$ cat config.mk
export PLATFORM = sky130hd
export DESIGN_NAME = c2c_master_arbiter
export DESIGN_NICKNAME = d
export VERILOG_FILES = /design/src/rtl/c2c_pkg.sv /design/src/rtl/c2c_master_arbiter_sync.sv /design/src/rtl/c2c_master_arbiter.sv
export SDC_FILE = /design/constraint.sdc
export NUM_CORES = 1
export LEC_CHECK = 0
export ABC_AREA = 1
export BUFFER_PORTS_ARGS = -buffer_cell sky130_fd_sc_hd__buf_4
export CELL_PAD_IN_SITES_DETAIL_PLACEMENT = 1
export CELL_PAD_IN_SITES_GLOBAL_PLACEMENT = 1
export CORE_MARGIN = 2
export CORE_UTILIZATION = 42
export DETAILED_ROUTE_END_ITERATION = 7
export PLACE_DENSITY_LB_ADDON = 0.1
export REMOVE_ABC_BUFFERS = 1
export SETUP_SLACK_MARGIN = 0.2
export SYNTH_ARGS = -nofsm -noshare
export SYNTH_HDL_FRONTEND = slang
export SYNTH_SLANG_ARGS = --single-unit
$ cat constraint.sdc
create_clock -name clk -period 2.4 [get_ports clk]
set_clock_uncertainty 0.15 [all_clocks]
set_input_delay 0.24 -clock clk [delete_from_list [all_inputs] [get_ports clk]]
set_output_delay 0.24 -clock clk [all_outputs]
set_load 0.02 [all_outputs]
$ cat src/rtl/c2c_pkg.sv
// Shared definitions for the chip-to-chip link controllers.
package c2c_pkg;

    localparam int unsigned C2C_DATA_W              = 3;
    localparam int unsigned C2C_CNT_W               = 28;
    localparam int unsigned C2C_TIMEOUT_CYC_DEFAULT = 200_000_000;
    localparam int unsigned C2C_SETUP_CYC_DEFAULT   = 4;

    typedef enum logic [2:0] {
        ST_IDLE  = 3'd0,
        ST_REQ   = 3'd1,
        ST_SETUP = 3'd2,
        ST_SEND  = 3'd3,
        ST_DONE  = 3'd4,
        ST_ABORT = 3'd5
    } c2c_state_e;

endpackage

$ cat src/rtl/c2c_master_arbiter_sync.sv
// Two-flop synchronizer for a single asynchronous control bit.
module sync_2ff (
    input  logic clk,
    input  logic rst_n,
    input  logic d,
    output logic q
);

    logic meta;

    always_ff @(posedge clk) begin
        if (!rst_n) begin
            meta <= 1'b0;
            q    <= 1'b0;
        end else begin
            meta <= d;
            q    <= meta;
        end
    end

endmodule

$ cat src/rtl/c2c_master_arbiter.sv
// Master-side link controller: round-robin arbitration between two requesters
// and request/ack/data/valid sequencing toward the remote slave, with timeout.
module c2c_master_arbiter
    import c2c_pkg::*;
#(
    parameter int unsigned TIMEOUT_CYC = C2C_TIMEOUT_CYC_DEFAULT,
    parameter int unsigned SETUP_CYC   = C2C_SETUP_CYC_DEFAULT
) (
    input  logic                  clk,
    input  logic                  rst_n,
    input  logic [1:0]            req,
    input  logic [C2C_DATA_W-1:0] req_data0,
    input  logic [C2C_DATA_W-1:0] req_data1,
    output logic [1:0]            grant,
    output logic                  done,
    output logic                  err,
    output logic                  busy,
    output logic                  link_request,
    input  logic                  link_ack,
    output logic [C2C_DATA_W-1:0] link_data,
    output logic                  link_valid
);

    localparam logic [C2C_CNT_W-1:0] TO_LAST    = C2C_CNT_W'(TIMEOUT_CYC - 1);
    localparam logic [C2C_CNT_W-1:0] SETUP_LAST = C2C_CNT_W'(SETUP_CYC - 1);

    c2c_state_e            state_q, state_d;
    logic [C2C_CNT_W-1:0]  cnt_q;
    logic                  last_q;
    logic                  gnt_idx_q;
    logic                  win_idx;
    logic [C2C_DATA_W-1:0] data_q;
    logic                  ack_s;

    sync_2ff u_ack_sync (
        .clk   (clk),
        .rst_n (rst_n),
        .d     (link_ack),
        .q     (ack_s)
    );

    // On a tie the requester not served last time wins.
    always_comb begin
        win_idx = 1'b0;
        case (req)
            2'b01:   win_idx = 1'b0;
            2'b10:   win_idx = 1'b1;
            2'b11:   win_idx = ~last_q;
            default: win_idx = 1'b0;
        endcase
    end

    always_comb begin
        state_d = state_q;
        case (state_q)
            ST_IDLE: begin
                if (req != 2'b00) state_d = ST_REQ;
            end
            ST_REQ: begin
                if (ack_s)                  state_d = ST_SETUP;
                else if (cnt_q == TO_LAST)  state_d = ST_ABORT;
            end
            ST_SETUP: begin
                if (cnt_q == SETUP_LAST) state_d = ST_SEND;
            end
            ST_SEND: begin
                if (!ack_s)                 state_d = ST_DONE;
                else if (cnt_q == TO_LAST)  state_d = ST_ABORT;
            end
            ST_DONE:  state_d = ST_IDLE;
            ST_ABORT: state_d = ST_IDLE;
            default:  state_d = ST_IDLE;
        endcase
    end

    // The counter doubles as setup timer and ack timeout; it restarts on every state change.
    always_ff @(posedge clk) begin
        if (!rst_n) begin
            state_q   <= ST_IDLE;
            cnt_q     <= '0;
            last_q    <= 1'b0;
            gnt_idx_q <= 1'b0;
            data_q    <= '0;
        end else begin
            state_q <= state_d;
            if (state_d != state_q || state_q == ST_IDLE) cnt_q <= '0;
            else                                          cnt_q <= cnt_q + C2C_CNT_W'(1);
            if (state_q == ST_IDLE && state_d == ST_REQ) begin
                gnt_idx_q <= win_idx;
                data_q    <= win_idx ? req_data1 : req_data0;
            end
            if (state_q == ST_DONE || state_q == ST_ABORT) last_q <= gnt_idx_q;
        end
    end

    assign busy         = (state_q != ST_IDLE);
    assign grant        = busy ? (gnt_idx_q ? 2'b10 : 2'b01) : 2'b00;
    assign done         = (state_q == ST_DONE);
    assign err          = (state_q == ST_ABORT);
    assign link_request = (state_q == ST_REQ) || (state_q == ST_SETUP);
    assign link_valid   = (state_q == ST_SEND);
    assign link_data    = (state_q == ST_SETUP || state_q == ST_SEND) ? data_q : '0;

endmodule

==> impl_metrics.toml, run 1 <==
[critical_path]
r2r_setup_slack_ns = 0.32
worstPathCellList = "ha_1 > inv_1 > nor2_4 > nand2_4 > nor2_4 > nand3_1 > nand2_1 > nand2_2 > nand2_8 > nor3_1"
r2r_start = "cnt_q[0]$_SDFF_PP0_"
startpoint = "cnt_q[0]$_SDFF_PP0_"
cpPeakStageDelay_ns = 0.44
cp_max_fo = 28
critPathKind = "flop to flop"
worstPathArrival_ns = 2.12
critPathLaunchType = "flop"
critPathMostFrequentCell = "nor2_4"
required_ns = 2.44
end_kind = "flop"
cpMaxStageDelayCell = "dfxtp_1"

[final_layout]
final_cell_mix = "nand2_1, nor2_1, inv_1, dfxtp_1"
fin_cells = 452
final_area_um2 = 2760
nNetsFinal = 392
drive_above_1_share_pct = 18.2
diodes = 0
area_delta_synth_final_pct = 15.4
final_common_cell = "nand2_1"
utilization_pct = 50.1
fill_cells = 757

[die]
num_io_pins = 21
dieHeight_um = 79.5
start_util_pct = 43.4
coreArea_um2 = 5510
rows = 27
dieArea_um2 = 6310
die_x_um = 79.5

[timing]
finalSetupTns_ns = 0
period_needed_ns = 2.08
finalWorstSetupSlack_ns = 0.321
timing_hold_violations_final = 0
fin_crit_sh_pct = 86.6
grt_setup_unrepaired = "true"
final-max-slew-violation-count = 0
slew_headroom_pct = 61.0
fmax_ghz = 0.481
worst_hold_slack_ns = 0.0343
setup_viol = 0
tightest_slew_ns = 0.580

[power]
design_power_total_mw = 1.51
comb_power_share_pct = 11.3
power.density_nw_per_um2 = 549
p_sw_mw = 0.372
p_seq_share_pct = 43.0
p_clk_share_pct = 45.6
vdd_drop_max_mv = 0.261
p_int_mw = 1.14
p_leak_nw = 0.970
p_sw_share_pct = 24.6

[placed_design]
place_ws_ns = 0.272
io_buffers = 20
dpl_cell_area_um2 = 2600
placedCellCount = 443
dp_hpwl_mm = 4.86
routabilityCongestion = 0.810

[routing]
met1_length_mm = 3.20
viasPerCell = 4.94
dr_wl_met2_mm = 3.00
routed-wl-met3_um = 144
routed_wl_mm = 6.42
postRouteAntennaNets = 0
drc_errors = 0
vias = 2231
wl_per_cell_um = 14.2
drt_first_pass_iters = 4
topRoutingLayerUsed = "met4"
drtIter0Drc = 74

[synthesis]
yosys_warnings = 0
syn-cell-area_um2 = 2390
syn_inst = 354
yosysSeqAreaShare_pct = 31.8
yosysUniqueCellTypes = 26
ys_seq_elements = 38
avgSynthCellArea_um2 = 6.75

[clock_tree]
ctsHtreeMaxLevel = 2
cts_buffers = 5
clk_latency_ns = 0.30
cts_tree = "built"
clockRootBuffer = "clkbuf_8"
clk_pin_slew_ns = 0.08
clockBufferDepth = 2
clock-sinks = 38

[global_routing]
grtUsageTotal_pct = 22.0
grt_pass1_wl_mm = 10.8
grt_start_max_net_pins = 29
grt_pass1_vias = 2283
grt.overflow.total = 0
antenna_found_initial = 0

[run]
max_cap_violations = 0

[worst_hold_path]
hp-start = "rst_n"
hp-class = "primary input to flop"

[run_status]
outcome = "completed"
per-layer routing:
metal | global-route usage [%] | up-vias
met2 | 35.5 | 26
met3 | 3.73 | 8
met1 | 30.2 | 1044
li1 | - | 1153
met4 | 6.21 | 0
met5 | 0 | -
kinds of logic (layout without fill, tap and decap cells):
| group | Yosys count | in the layout | share of synthesized area, % |
|---|---|---|---|
| fa+ha+maj | 2 | 2 | 1.05 |
| buf+inv | 48 | 74 | 9.11 |
| xor+xnor | 16 | 16 | 5.86 |
| simple gates | 235 | 235 | 47.8 |
| flops | 38 | 38 | 31.8 |
| compound gates | 15 | 15 | 4.34 |
repair_timing:
| item | 4_1_cts | 5_1_grt |
|---|---|---|
| endpoints found under the hold margin | 1 | 0 |
| setup buffers | 0 | 0 |
| resized for setup | 0 | 1 |
| endpoints found under the setup margin | 0 | 28 |
| hold buffers | 1 | 0 |
worst max-delay path, delay by kind of cell, from the launching register on:
kind	cells	cell delay, ns
simple gates	8	1.00
flops	1	0.44
fa+ha+maj	1	0.24
buf+inv	1	0.10
path summary, 6_finish.rpt:
| path | cells after the start | end |
|---|---|---|
| max | 10 | cnt_q[25]$_SDFF_PP0_ |
| min | 3 | u_ack_sync.q$_SDFF_PN0_ |
| max reg2reg | 10 | cnt_q[25]$_SDFF_PP0_ |
| min reg2reg | 2 | u_ack_sync.q$_SDFF_PN0_ |
synthesized netlist by cell type (all sizes together):
master  instances  area (µm²)
nor3           33         265
nor2           75         324
xor2           10        87.6
a31oi           4        25.0
dfxtp          38         761
xnor2           6        52.6
nand2         101         407
ha              2        25.0
o211ai          1        21.3
and2            1        6.26
nand3b          4        30.0
nor3b           1        7.51
a21oi           2        10.0
nand4           3        18.8
nand3          17        85.1
inv            44         165
buf             4        52.6
o21ai           8        47.6
state kept, by name (all words and copies together) (netlist names):
name / count
cnt_q: 28
data_q: 3
state_q: 3
gnt_idx_q: 1
last_q: 1
u_ack_sync.meta: 1
u_ack_sync.q: 1
cell type report:
cell class,count,area [µm²],area share (%)
well taps,72,90.1,3.26
repair buffers,22,180,6.53
clock buffers,6,82.6,2.99
multi-input cells,268,1420,51.5
flip-flops and latches,38,761,27.6
inverters,44,165,5.98
clock inverters,2,60.1,2.18
power by group through the flow:
stage               Combinational [mW]  Clock [mW]  Sequential (mW)
floorplan                        0.101           0            0.664
global placement                 0.166           0            0.665
detailed placement               0.170           0            0.666
CTS                              0.171       0.699            0.651
global route                     0.187       0.738            0.654
finish                           0.172       0.691            0.652
(Power assumes the default switching activity.)
==> run 2, diff against run 1 <==
--- a/config.mk
+++ b/config.mk
@@ -6,12 +6,12 @@
 export NUM_CORES = 1
 export LEC_CHECK = 0
 export ABC_AREA = 1
-export BUFFER_PORTS_ARGS = -buffer_cell sky130_fd_sc_hd__buf_4
 export CELL_PAD_IN_SITES_DETAIL_PLACEMENT = 1
 export CELL_PAD_IN_SITES_GLOBAL_PLACEMENT = 1
 export CORE_MARGIN = 2
-export CORE_UTILIZATION = 42
+export CORE_UTILIZATION = 45
 export DETAILED_ROUTE_END_ITERATION = 7
+export DONT_BUFFER_PORTS = 1
 export PLACE_DENSITY_LB_ADDON = 0.1
 export REMOVE_ABC_BUFFERS = 1
 export SETUP_SLACK_MARGIN = 0.2
==> impl_metrics.toml, run 2 (synthesized netlist as in run 1, its figures left out) <==
[final_layout]
top_register = "cnt_q"
final_cell_mix = "nand2_1, nor2_1, inv_1, dfxtp_1, nor3_2"
diodes = 0
final_common_cell = "nand2_1"
area_delta_synth_final_pct = 12.6
nNetsFinal = 380
top_regs = "cnt_q (28), data_q (3), state_q (3)"
largest_reg_flops = 28
drive_above_1_share_pct = 13.6

[timing]
worst_hold_slack_ns = 0.0359
period_needed_ns = 1.97
finalWorstSetupSlack_ns = 0.427
fin_crit_sh_pct = 82.2
finalSetupTns_ns = 0
setup_viol = 0
timing_hold_violations_final = 0
final-max-slew-violation-count = 0
tightest_slew_ns = 0.629
slew_headroom_pct = 57.7
fmax_ghz = 0.507
grt_setup_unrepaired = "false"

[global_routing]
met3_usage_pct = 3.65
antenna_found_initial = 0
grt_start_max_net_pins = 29
grt_use_met1_pct = 32.6
grtUsageTotal_pct = 24.9
grt.busiest_layer = "met2"
grt.overflow.total = 0
groute.layer.met2.usage_pct = 41.8
grt_pass1_wl_mm = 11.6
grt_pass1_vias = 2376

[power]
p_leak_nw = 0.903
power.density_nw_per_um2 = 557
vdd_drop_max_mv = 0.346

[critical_path]
cpPeakStageDelay_ns = 0.43
worstPathArrival_ns = 2.00
cpMaxStageDelayCell = "dfxtp_1"
worstPathCellList = "ha_1 > inv_1 > nor2_4 > nand2_4 > nor2_4 > nand3_1 > nand2_1 > nand2_2 > nand2_8 > nor3_1"
r2r_cells = 10
critPathKind = "flop to flop"
path_delay_family = "simple AND/OR/NAND/NOR gates"
required_ns = 2.43
cp_max_fo = 28
end_kind = "flop"
path_buf_inv = 1
critPathLaunchType = "flop"
r2r_start = "cnt_q[0]$_SDFF_PP0_"
critPathMostFrequentCell = "nor2_4"
r2r_setup_slack_ns = 0.43
regToRegEndpoint = "cnt_q[0]$_SDFF_PP0_"

[routing]
drt_first_pass_iters = 4
routed_wl_mm = 6.62
drtIter0Drc = 121
wl_per_cell_um = 15.1
postRouteAntennaNets = 0
drc_errors = 0
viasPerCell = 5.13
vias = 2249

[placed_design]
place_ws_ns = 0.316
dp_hpwl_mm = 4.65
io_buffers = 0
routabilityCongestion = 0.843

[worst_hold_path]
hp-class = "primary input to flop"
hp-start = "req[1]"
holdPathEnd = "gnt_idx_q$_SDFFE_PN0P_"
worstHoldPathCells = 2

[die]
num_io_pins = 21
dieHeight_um = 76.9
start_util_pct = 46.8
dieArea_um2 = 5910
coreArea_um2 = 5110
die_x_um = 76.9
rows = 26

[clock_tree]
clk_latency_ns = 0.30
ctsHtreeMaxLevel = 2
clockRootBuffer = "clkbuf_8"
cts_tree = "built"
cts_buffers = 5
clock-sinks = 38
clockBufferDepth = 2
clk_pin_slew_ns = 0.08

[run]
max_cap_violations = 0

[run_status]
outcome = "completed"
[run 2: cell types whose count changed in the layout (fill, tap and decap cells not counted), sizes merged]
cell / before / now
dlygate4sd3: 1 / 9
buf: 21 / 1
[run 2: power by group]
| group | switching [mW] | total (mW) | internal [mW] |
|---|---|---|---|
| combinational | 0.111 | 0.156 | 0.0450 |
| clock | 0.248 | 0.691 | 0.444 |
| sequential | 0.00900 | 0.652 | 0.643 |
[run 2: worst max-delay path by stage]
stage,start,endpoint,cells after the start
5_1_grt,cnt_q[0]$_SDFF_PP0_,cnt_q[25]$_SDFF_PP0_,10
3_3_place_gp,cnt_q[0]$_SDFF_PP0_,cnt_q[0]$_SDFF_PP0_,10
3_5_place_dp,cnt_q[0]$_SDFF_PP0_,cnt_q[0]$_SDFF_PP0_,10
2_1_floorplan,cnt_q[0]$_SDFF_PP0_,cnt_q[0]$_SDFF_PP0_,10
4_1_cts,cnt_q[0]$_SDFF_PP0_,cnt_q[0]$_SDFF_PP0_,10
6_report,cnt_q[0]$_SDFF_PP0_,cnt_q[0]$_SDFF_PP0_,10
[run 2: final cells by class]
type / instances / area (µm²)
Clock buffer: 6 / 82.6
Clock inverter: 2 / 60.1
Fill cell: 696 / 2410
Inverter: 44 / 165
Multi-Input combinational cell: 268 / 1430
Sequential cell: 38 / 761
Tap cell: 70 / 87.6
Timing Repair Buffer: 10 / 110
[run 2: per-layer routing]
layer  up-vias  wire length, µm
met4         0              109
met3         9              125
met1      1088             3240
met2        23             3140
li1       1129                -
met5         -                0
[run 2: per-stage QoR]
step / power, mW / utilization [%] / std cells / cell area, µm²
after floorplan: 0.765 / - / 350 / 2340
after CTS: 1.51 / 52.4 / 438 / 2680
after global routing: 1.56 / 52.7 / 438 / 2690
after global placement: 0.802 / 47.9 / 421 / 2450
final: 1.50 / 52.7 / 438 / 2690
after detailed placement: 0.805 / 47.9 / 421 / 2450
[run 2: repair_timing]
| action | CTS | global route |
|---|---|---|
| hold endpoints to repair | 9 | 0 |
| setup buffers | 0 | 0 |
| endpoints found under the setup margin | 0 | 28 |
| hold buffers | 9 | 0 |
| resized for setup | 0 | 2 |
[run 2: worst reg2reg max path, stage by stage, from the launching register on]
cell,delay (ns)
dfxtp_1,0.43
ha_1,0.23
inv_1,0.09
nor2_4,0.17
nand2_4,0.09
nor2_4,0.10
nand3_1,0.08
nand2_1,0.08
nand2_2,0.10
nand2_8,0.23
nor3_1,0.10
